$ cat src/rtl/i2s_tx2.sv
// Two-channel I2S serialiser: one stereo pair per 64-bit frame, MSB first,
// ws/sd driven from the falling edge of sck so a rising-edge receiver samples stable data.
//
// Handshake: a pair transfers on the falling sck edge where in_valid and in_ready are
// both high; in_ready is simply "holding register empty" and never depends on in_valid.
module i2s_tx2 #(
   parameter int N = 32
) (
   input  logic         sck,
   input  logic         nrst,
   input  logic         en,
   input  logic         in_valid,
   output logic         in_ready,
   input  logic [N-1:0] in_chan0,
   input  logic [N-1:0] in_chan1,
   output logic         ws,
   output logic         sd,
   output logic [7:0]   underruns
);

   localparam int PAD = 32 - N;
   localparam logic [5:0] LAST_BIT = 6'd63;
   localparam logic [5:0] WS_RISE  = 6'd31;

   logic [N-1:0] hold_chan0;
   logic [N-1:0] hold_chan1;
   logic         hold_full;
   logic         hold_full_nxt;
   logic [5:0]   cnt;
   logic [5:0]   cnt_nxt;
   logic [63:0]  shreg;
   logic [63:0]  shreg_nxt;
   logic [31:0]  slot0;
   logic [31:0]  slot1;
   logic         accept;
   logic         ws_nxt;
   logic         sd_nxt;
   logic [7:0]   underruns_nxt;

   assign in_ready = !hold_full;
   assign accept   = in_valid && in_ready;

   // Samples narrower than the 32-bit slot are left-justified, pad bits trail the LSB.
   assign slot0 = 32'(hold_chan0) << PAD;
   assign slot1 = 32'(hold_chan1) << PAD;

   always_comb begin
      cnt_nxt       = cnt;
      shreg_nxt     = shreg;
      hold_full_nxt = hold_full;
      underruns_nxt = underruns;
      ws_nxt        = 1'b0;
      sd_nxt        = 1'b0;

      if (cnt != LAST_BIT) begin
         cnt_nxt   = cnt + 6'd1;
         shreg_nxt = {shreg[62:0], 1'b0};
      end else if (en) begin
         cnt_nxt = 6'd0;
         if (hold_full) begin
            shreg_nxt     = {slot0, slot1};
            hold_full_nxt = 1'b0;
         end else begin
            shreg_nxt = '0;
            if (underruns != 8'hFF) begin
               underruns_nxt = underruns + 8'd1;
            end
         end
      end else begin
         shreg_nxt = '0;
      end

      // An accept on the load edge only happens when the register was already empty,
      // so it never collides with the clear above.
      if (accept) begin
         hold_full_nxt = 1'b1;
      end

      // ws leads each slot's MSB by one bit period; idle (cnt stays 63) gives ws=0, sd=0.
      sd_nxt = shreg_nxt[63];
      ws_nxt = (cnt_nxt >= WS_RISE) && (cnt_nxt != LAST_BIT);
   end

   always_ff @(negedge sck or negedge nrst) begin
      if (!nrst) begin
         cnt        <= LAST_BIT;
         shreg      <= '0;
         ws         <= 1'b0;
         sd         <= 1'b0;
         hold_full  <= 1'b0;
         hold_chan0 <= '0;
         hold_chan1 <= '0;
         underruns  <= '0;
      end else begin
         cnt       <= cnt_nxt;
         shreg     <= shreg_nxt;
         ws        <= ws_nxt;
         sd        <= sd_nxt;
         hold_full <= hold_full_nxt;
         underruns <= underruns_nxt;
         if (accept) begin
            hold_chan0 <= in_chan0;
            hold_chan1 <= in_chan1;
         end
      end
   end

endmodule
$ cat config.mk
export PLATFORM = sky130hd
export DESIGN_NAME = i2s_tx2
export DESIGN_NICKNAME = d
export VERILOG_FILES = /design/src/rtl/i2s_tx2.sv
export SDC_FILE = /design/constraint.sdc
export NUM_CORES = 1
export LEC_CHECK = 0
export ABC_CLOCK_PERIOD_IN_PS = 1900
export CAP_MARGIN = 10
export CORE_AREA = 2 2 104 106
export DETAILED_ROUTE_END_ITERATION = 8
export DIE_AREA = 0 0 106 108
export HOLD_SLACK_MARGIN = 0.15
export PLACE_DENSITY = 0.86
export SLEW_MARGIN = 25
export SYNTH_ARGS = -nofsm -noshare
export SYNTH_HDL_FRONTEND = slang
export SYNTH_SLANG_ARGS = --single-unit
export TNS_END_PERCENT = 1
$ cat constraint.sdc
create_clock -name sck -period 1.9 [get_ports sck]
set_input_delay 0.285 -clock sck [delete_from_list [all_inputs] [get_ports sck]]
set_output_delay 0.285 -clock sck [all_outputs]
set_load 0.05 [all_outputs]
## Word level (Yosys, flattened, before mapping)

Cells that the tools add are included.

- Bits in latches: 0
- ROM bits: 0
- Logic and storage cells: 31
- RAM bits: 0
- Input bits: 68
- Memories kept: 0
- Flip-flop bits (word level): 144
- Output and inout port bits: 11

- Bitwise gates (word level): 2
- Shifts and indexed selects: 0
- $mul: 0
- Divide/modulo/power cells: 0
- Muxes and demuxes: 8
- Equal/unequal tests: 4
- $add $sub $neg: 2
- Reductions and logical operators: 6
- $lt $le $gt $ge: 1

Operators by type and width:

| kind | count |
|---|---|
| $mux W64 | 3 |
| $mux W6 | 2 |
| $ne A6 B6 Y1 const B | 2 |
| $add A8 B1 Y8 const B | 1 |
| $ne A8 B8 Y1 const B | 1 |
| $add A6 B1 Y6 const B | 1 |
| $ge A6 B5 Y1 const B | 1 |
| $reduce_and A4 Y1 | 1 |
| $mux W1 | 3 |
| $logic_and A1 B1 Y1 | 2 |
| $ne A2 B2 Y1 const B | 1 |
| $not A1 Y1 | 2 |
| $reduce_and A2 Y1 | 1 |
| $reduce_bool A2 Y1 | 1 |
| $logic_not A1 Y1 | 1 |

## Longest topological paths before layout

Gate-level depths: netlist of the first run.

- Word-level depth: 4
- Depth in mapped cells: 7
- Mapped depth without buffers: 5

==> results of run 1 <==
registers in the layout, summed over array words and instances, names as in the netlist:
name        flops
hold_full       1
hold_chan1     32
underruns       8
cnt             6
ws              1
sd              1
hold_chan0     32
shreg          63
repair_timing:
item	in CTS	in global routing
setup buffers	1	1
resized for setup	11	5
endpoints found under the setup margin	152	18
pin swaps	1	0
routing by layer:
layer / share of wire, % / vias up / routed length [microns]
met5: 0 / - / 0
met4: 1.2 / 0 / 133
met3: 3.4 / 10 / 398
met2: 52 / 68 / 6050
met1: 43 / 1754 / 4970
li1: - / 1523 / -
logic make-up (layout without fill, tap and decap cells):
family | after synthesis | count (layout) | synth area share [%]
compound gates | 71 | 71 | 11.0
mux | 66 | 66 | 13.6
xor+xnor | 10 | 10 | 1.60
flops | 144 | 144 | 66.0
simple gates | 39 | 39 | 4.23
buf+inv | 26 | 150 | 3.07
fa+ha+maj | 2 | 2 | 0.458
power groups by stage:
stage	sequential, mW	combinational [mW]	clock [mW]
5_1_grt	5.09	2.58	4.15
6_report	4.97	2.40	3.94
3_3_place_gp	4.91	2.20	0.0228
4_1_cts	4.98	2.41	4.01
3_5_place_dp	4.96	2.33	0.0228
2_1_floorplan	4.78	1.69	0.0228
synth_stat cells, types with 2 or more instances:
cell type    n
dfrtn_1    138
mux2_2      66
a22o_1      63
buf_2       14
xor2_1       9
nand3_1      8
nand2_1      7
buf_6        6
dfstp_2      6
nor2_1       6
a211oi_1     3
inv_1        3
nor3b_1      3
nor4_1       3
buf_4        2
ha_1         2
nor3_1       2
o21ai_0      2
or3_1        2
layout make-up:
type / instances / area, sq um / share of cell area, %
Clock buffer: 19 / 443 / 5.75
Clock inverter: 19 / 277 / 3.59
Inverter: 2 / 7.51 / 0.0975
Multi-Input combinational cell: 188 / 1960 / 25.5
Sequential cell: 144 / 3610 / 46.9
Tap cell: 136 / 170 / 2.21
Timing Repair Buffer: 110 / 1230 / 16.0
critical path, stage by stage (launching register included):
cell and delay [ns]:
dfrtn_1 0.42, inv_2 0.06, buf_12 0.14
through the flow:
stage	util, %	instances
after floorplan	-	358
after global placement	67.8	579
after detailed placement	67.8	579
after CTS	75.0	617
after global routing	75.3	618
final	75.3	618
layout by cell type, fill, tap and decap left out, types with 2 or more instances in the layout:
master           netlist  routed
dfstp_2                6       6
clkinv_4               0       3
dfrtn_1              138     138
buf_4                  2      24
o21ai_0                2       2
clkbuf_16              0      17
nor4_1                 3       3
mux2_2                66       4
nand3_1                8       8
nor3b_1                3       3
nand2_1                7       6
xor2_1                 9       9
a22o_1                63      63
or3_1                  2       2
mux2_4                 0      62
clkdlybuf4s50_1        0      64
a211oi_2               0       2
bufinv_16              0       7
nor2_1                 6       4
buf_12                 0      19
inv_1                  3       7
clkinv_2               0       2
nor3_2                 0       2
final timing paths:
check / endpoint / slack [ns] / depth (start not counted)
max: in_ready / -0.41 / 2
min: shreg[39] / 0.42 / 1
max reg2reg: ws / 0.11 / 5
min reg2reg: shreg[39] / 0.42 / 1
max in group asynchronous: shreg[31] / 0.82 / 2
min in group asynchronous: hold_chan1[9] / 0.54 / 1
==> impl_summary.txt, run 1 <==
----------------------------------------------------
[Pwr]
  Internal power consumption ... approximately 8.5 mW
  Net switching component of the power ... 2.79 mW
  IR Drop Worst-Case VDD ... 1.08 mV
  Clk network pwr share ... 34.8%
  Sequential fraction of design power ... 43.9%
  Share of power burned in combinational logic ... between 20% and 30%
  Net Sw Frac ... 24.7%
  Power per unit of standard cell area ... ~1500 nW/um^2
  Lkg Pwr ... about 3.6 nW
  Design Power ... between 10 and 15 mW

[Worst setup path]
  CP startpoint ... hold_full
  CP Launch Type ... register
  Crit-path max FO ... 2
  Endpoint class of the critical path ... output pin
  Data required time at the worst endpoint ... about 1.6 ns
  Critical register-to-register path startpoint ... cnt[1]
  Crit Path Category ... reg2out
  Critical path data arrival time ... around 2 ns

[Clocking]
  H-tree Lvls ... 4
  Clock transition at the registers of the reported paths ... 0.04 ns
  Number of clock buffers inserted by TritonCTS ... 17
  CTS max path bufs ... 2
  Hold buffer count at CTS ... 0
  Clock tree from TritonCTS ... yes
  Num Clock Sinks ... 144
  Cell chosen for the clock root ... clkbuf_8
  Insertion delay to the later sink of the worst-skew pair ... 0.51 ns

[Layout]
  Area grow syn2layout ... 40.8%
  Count of fill cells added during filler insertion ... 590
  Cell area after layout ... just under 8000 sq um
  Share of layout cells above drive strength 1 ... 33.4%
  Layout Nets ... 539
  Ant. Diodes ... 0

[GRT]
  GR Layer Usage met3 ... under 10%
  Via count of the first global-routing pass ... 3580
  Global routing met1 resource utilization ... 27.9%
  Initial antenna violation count ... 0
  Met2 usage ... between 30 and 40%
  Gr ovfl total ... 0
  Overall global routing resource usage ... 22.1%
  Peak-usage layer in the global routing report ... met2
  Wire length of the first global-routing pass ... 19.0 mm
  Pin count of the biggest net entering global routing ... 37

[Timing]
  Final-report hold violation count ... 0
  Max-slew violations ... 0
  Worst setup margin ... -0.408 ns
  Total negative setup slack ... -4.34 ns
  RSZ-0062 raised after global routing ... true
  Worst max-slew margin expressed relative to the limit ... a little under three quarters
  Worst hold margin ... about 0.42 ns
  Tightest Pin Transition ... 0.432 ns
  Final-report setup violation count ... 12
  Worst-case clock skew ... 0.0650 ns

[Floorplanning]
  Horizontal die dimension ... 106 microns
  Die area ... 11400 sq um
  I/O pin total ... 79
  Number of cell rows ... 37
  Floorplan Core Area ... ~10000 sq um
  Floorplan die height ... about 110 microns
  Effective utilization at floorplan ... between 50% and 60%

[Drt]
  Routed vias/inst ... approximately 5.4
  Vias ... 3355
  DRC Markers ... 0
  DRC marker count from the first detailed-route iteration ... 133
  Number of iterations in the first detailed-routing pass ... 4
  Antenna viol nets, final ... 0
  Post-DR wirelength/cell ... 18.7 microns
  Wirelength, routed ... 11.6 mm

[Place]
  Final weighted congestion of routability-driven global placement ... between 0.7 and 0.8
  DP Wirelength ... 7.01 mm
  Worst slack after detailed placement ... -0.882 ns
  Placement Cell Area ... 6940 sq um
  Port Buffers ... 78

[Synth]
  Netlist area before placement ... about 5500 sq um
  Yosys warnings ... 0
  Sequential area share after synthesis ... 66.0%
  Top flip-flop cell by instance count after synthesis ... dfrtn_1
  Proportion of netlist area held by the largest area contributor ... 63.2%
  Yosys cell types ... 32
  Synthesis-stage register bit count ... around 140
  Count of mapped cells out of synthesis ... 358
  Area contributors post-synth ... dfrtn_1 (63%), mux2_2 (14%), a22o_1 (10%)
  Average footprint of a synthesized cell ... 15.3 sq um
  Number of flops mapped to enable cells by yosys ... 0
  Library cell with the largest summed area after synthesis ... dfrtn_1
  Synth async-reset ratio ... 100%
  Net Count, Synth ... approximately 430

[Flow run]
  Number of maximum-capacitance violations ... 0

[Worst hold path]
  Worst min-delay path class ... reg2reg
  Worst hold path startpoint ... shreg[38]

[Status]
  Failing checks ... setup timing
  Result of the run ... finished, violations left

----------------------------------------------------
Power figures use the tool's default switching activity.
==> inputs of run 2 (changes only) <==
Settings changed: ABC_CLOCK_PERIOD_IN_PS 1900 to 2400.
Clock period 1.9 ns to 2.4 ns, I/O delays scaled along.
==> run 2 against run 1 <==
Effect of this change:
- the flow still finishes with violations (setup timing)
- sequential power decreased by 20%
- clock-buffer cell count increased by 3
- sequential share of layout area increased by 0.053 points
- critical endpoint is now underruns[7]
==> impl_summary.txt, run 2 (synthesis results as in run 1) <==
----------------------------------------------------
[Floorplanning]
  Die area ... around 11000 sq um
  Horizontal die dimension ... 106 microns
  Number of cell rows ... 37
  Effective utilization at floorplan ... roughly 53%
  Floorplan Core Area ... 10200 sq um
  Floorplan die height ... about 110 microns
  I/O pin total ... 79

[Drt]
  Routed vias/inst ... 5.56
  Post-DR wirelength/cell ... 19.5 microns
  Antenna viol nets, final ... 0
  Number of iterations in the first detailed-routing pass ... 4
  DRC Markers ... 0
  Vias ... 3440
  DRC marker count from the first detailed-route iteration ... 162
  Wirelength, routed ... 12.1 mm

[Place]
  Worst slack after detailed placement ... -0.749 ns
  Placed Cells ... about 570
  Final weighted congestion of routability-driven global placement ... about 0.8
  DP Wirelength ... ~6.8 mm
  Port Buffers ... 78

[Clocking]
  Cell chosen for the clock root ... clkbuf_8
  Number of clock buffers inserted by TritonCTS ... 17
  Clock transition at the registers of the reported paths ... 0.04 ns
  Num Clock Sinks ... 144
  Insertion delay to the later sink of the worst-skew pair ... around 0.50 ns
  H-tree Lvls ... 4
  Hold buffer count at CTS ... 0
  Clock tree from TritonCTS ... yes
  CTS max path bufs ... 2

[Timing]
  Final-report setup violation count ... 11
  Worst-case clock skew ... ~0.06 ns
  Worst max-slew margin expressed relative to the limit ... 66.1%
  Final-report hold violation count ... 0
  Total negative setup slack ... -2.44 ns
  Max-slew violations ... 0
  Worst setup margin ... -0.258 ns
  RSZ-0062 raised after global routing ... true
  Tightest Pin Transition ... between 0.5 and 0.6 ns

[GRT]
  Initial antenna violation count ... 0
  Gr ovfl total ... 0
  Wire length of the first global-routing pass ... ~19 mm
  Via count of the first global-routing pass ... approximately 3700
  Peak-usage layer in the global routing report ... met2
  Overall global routing resource usage ... 22.5%
  Met2 usage ... roughly two fifths
  Global routing met1 resource utilization ... 28.0%
  Pin count of the biggest net entering global routing ... slightly below 60
  GR Layer Usage met3 ... 5.12%

[Layout]
  Number of flip-flops in the largest register ... 63
  Non-filler cells, final ... 619
  Share of the core filled with cells in the final layout ... 75.2%
  Most frequent cells in the layout ... dfrtn_1 (138), clkdlybuf4s50_1 (64), a22o_1 (63)
  Commonest non-fill, non-tap cell in the layout ... dfrtn_1
  Ant. Diodes ... 0
  Share of layout cells above drive strength 1 ... 32.7%
  Layout Nets ... 540
  Largest registers in the final layout ... shreg x63, hold_chan0 x32, hold_chan1 x32
  Register ranked first by flip-flop count ... shreg
  Area grow syn2layout ... 40.7%

[Worst setup path]
  Logic depth of the worst register-to-register path ... 5
  Cell family with most CP delay ... flip-flops
  Crit-path max FO ... 3
  Data required time at the worst endpoint ... 2.04 ns
  Crit Path Category ... reg2out
  Cell breakdown of the critical path ... buf_12
  R2R setup slack ... 0.31 ns
  Critical register-to-register path startpoint ... cnt[0]
  Critical path data arrival time ... between 2 and 2.5 ns
  CP Buf/Inv Count ... 1
  Max stage delay on crit path ... 0.49 ns
  Endpoint class of the critical path ... output pin
  Critical R2R Capture ... ws
  CP Launch Type ... register
  Crit-path slowest cell ... dfrtn_1

[Worst hold path]
  Worst min-delay path class ... reg2reg
  Worst hold path startpoint ... shreg[41]
  Cell depth of the worst hold path ... 1
  Capture endpoint of the worst hold path ... shreg[42]

[Status]
  Result of the run ... finished, violations left
  Failing checks ... setup timing

[Pwr]
  Design Power ... approximately 8.5 mW
  Power per unit of standard cell area ... 1100 nW/um^2
  Lkg Pwr ... 3.58 nW
  IR Drop Worst-Case VDD ... 0.754 mV

[Flow run]
  Number of maximum-capacitance violations ... 0

----------------------------------------------------
run 2: worst max-delay path by stage:
stage / startpoint / endpoint / slack, ns / cells after the start
2_1_floorplan: in_valid / hold_chan0[0] / -0.05 / 4
3_3_place_gp: in_valid / hold_chan1[31] / -0.69 / 4
3_5_place_dp: in_valid / hold_chan1[31] / -0.75 / 4
4_1_cts: underruns[7] / underruns[7] / -0.27 / 1
5_1_grt: underruns[7] / underruns[7] / -0.27 / 1
6_report: underruns[7] / underruns[7] / -0.26 / 1
run 2: stage by stage:
step / hold WS, ns / instance area, sq um
2_1_floorplan: 0.409 / 5770
3_3_place_gp: 0.413 / 6850
3_5_place_dp: 0.417 / 6850
4_1_cts: 0.419 / 7670
5_1_grt: 0.432 / 7690
6_report: 0.414 / 7690
run 2: cell type report:
class                   instances  area, sq um
well taps                     136          170
clock inverters                16          154
flip-flops and latches        144         3610
repair buffers                111         1330
multi-input cells             188         1950
fillers                       607         2540
inverters                       2         7.51
clock buffers                  22          473
run 2: repair_timing:
action	in CTS	in global routing
gates cloned	4	0
resized for setup	8	5
pin swaps	0	0
setup endpoints to repair	149	27
buffers inserted	9	1
run 2: metal layers:
layer	part of all wire [%]	vias up
li1	-	1532
met1	42	1797
met2	53	98
met3	3.9	13
met4	1.2	0
met5	0	-
run 2: report_power, final:
part	total, mW	internal, mW	switching, mW
clock network	2.71	1.70	1.01
registers	3.96	3.41	0.546
logic	1.83	1.21	0.622
==> inputs of run 3 (changes only) <==
Settings changed: CTS_CLUSTER_DIAMETER from default to 30.
==> results of run 3 <==
Final layout, timing and power as in run 2 (identical DEF).
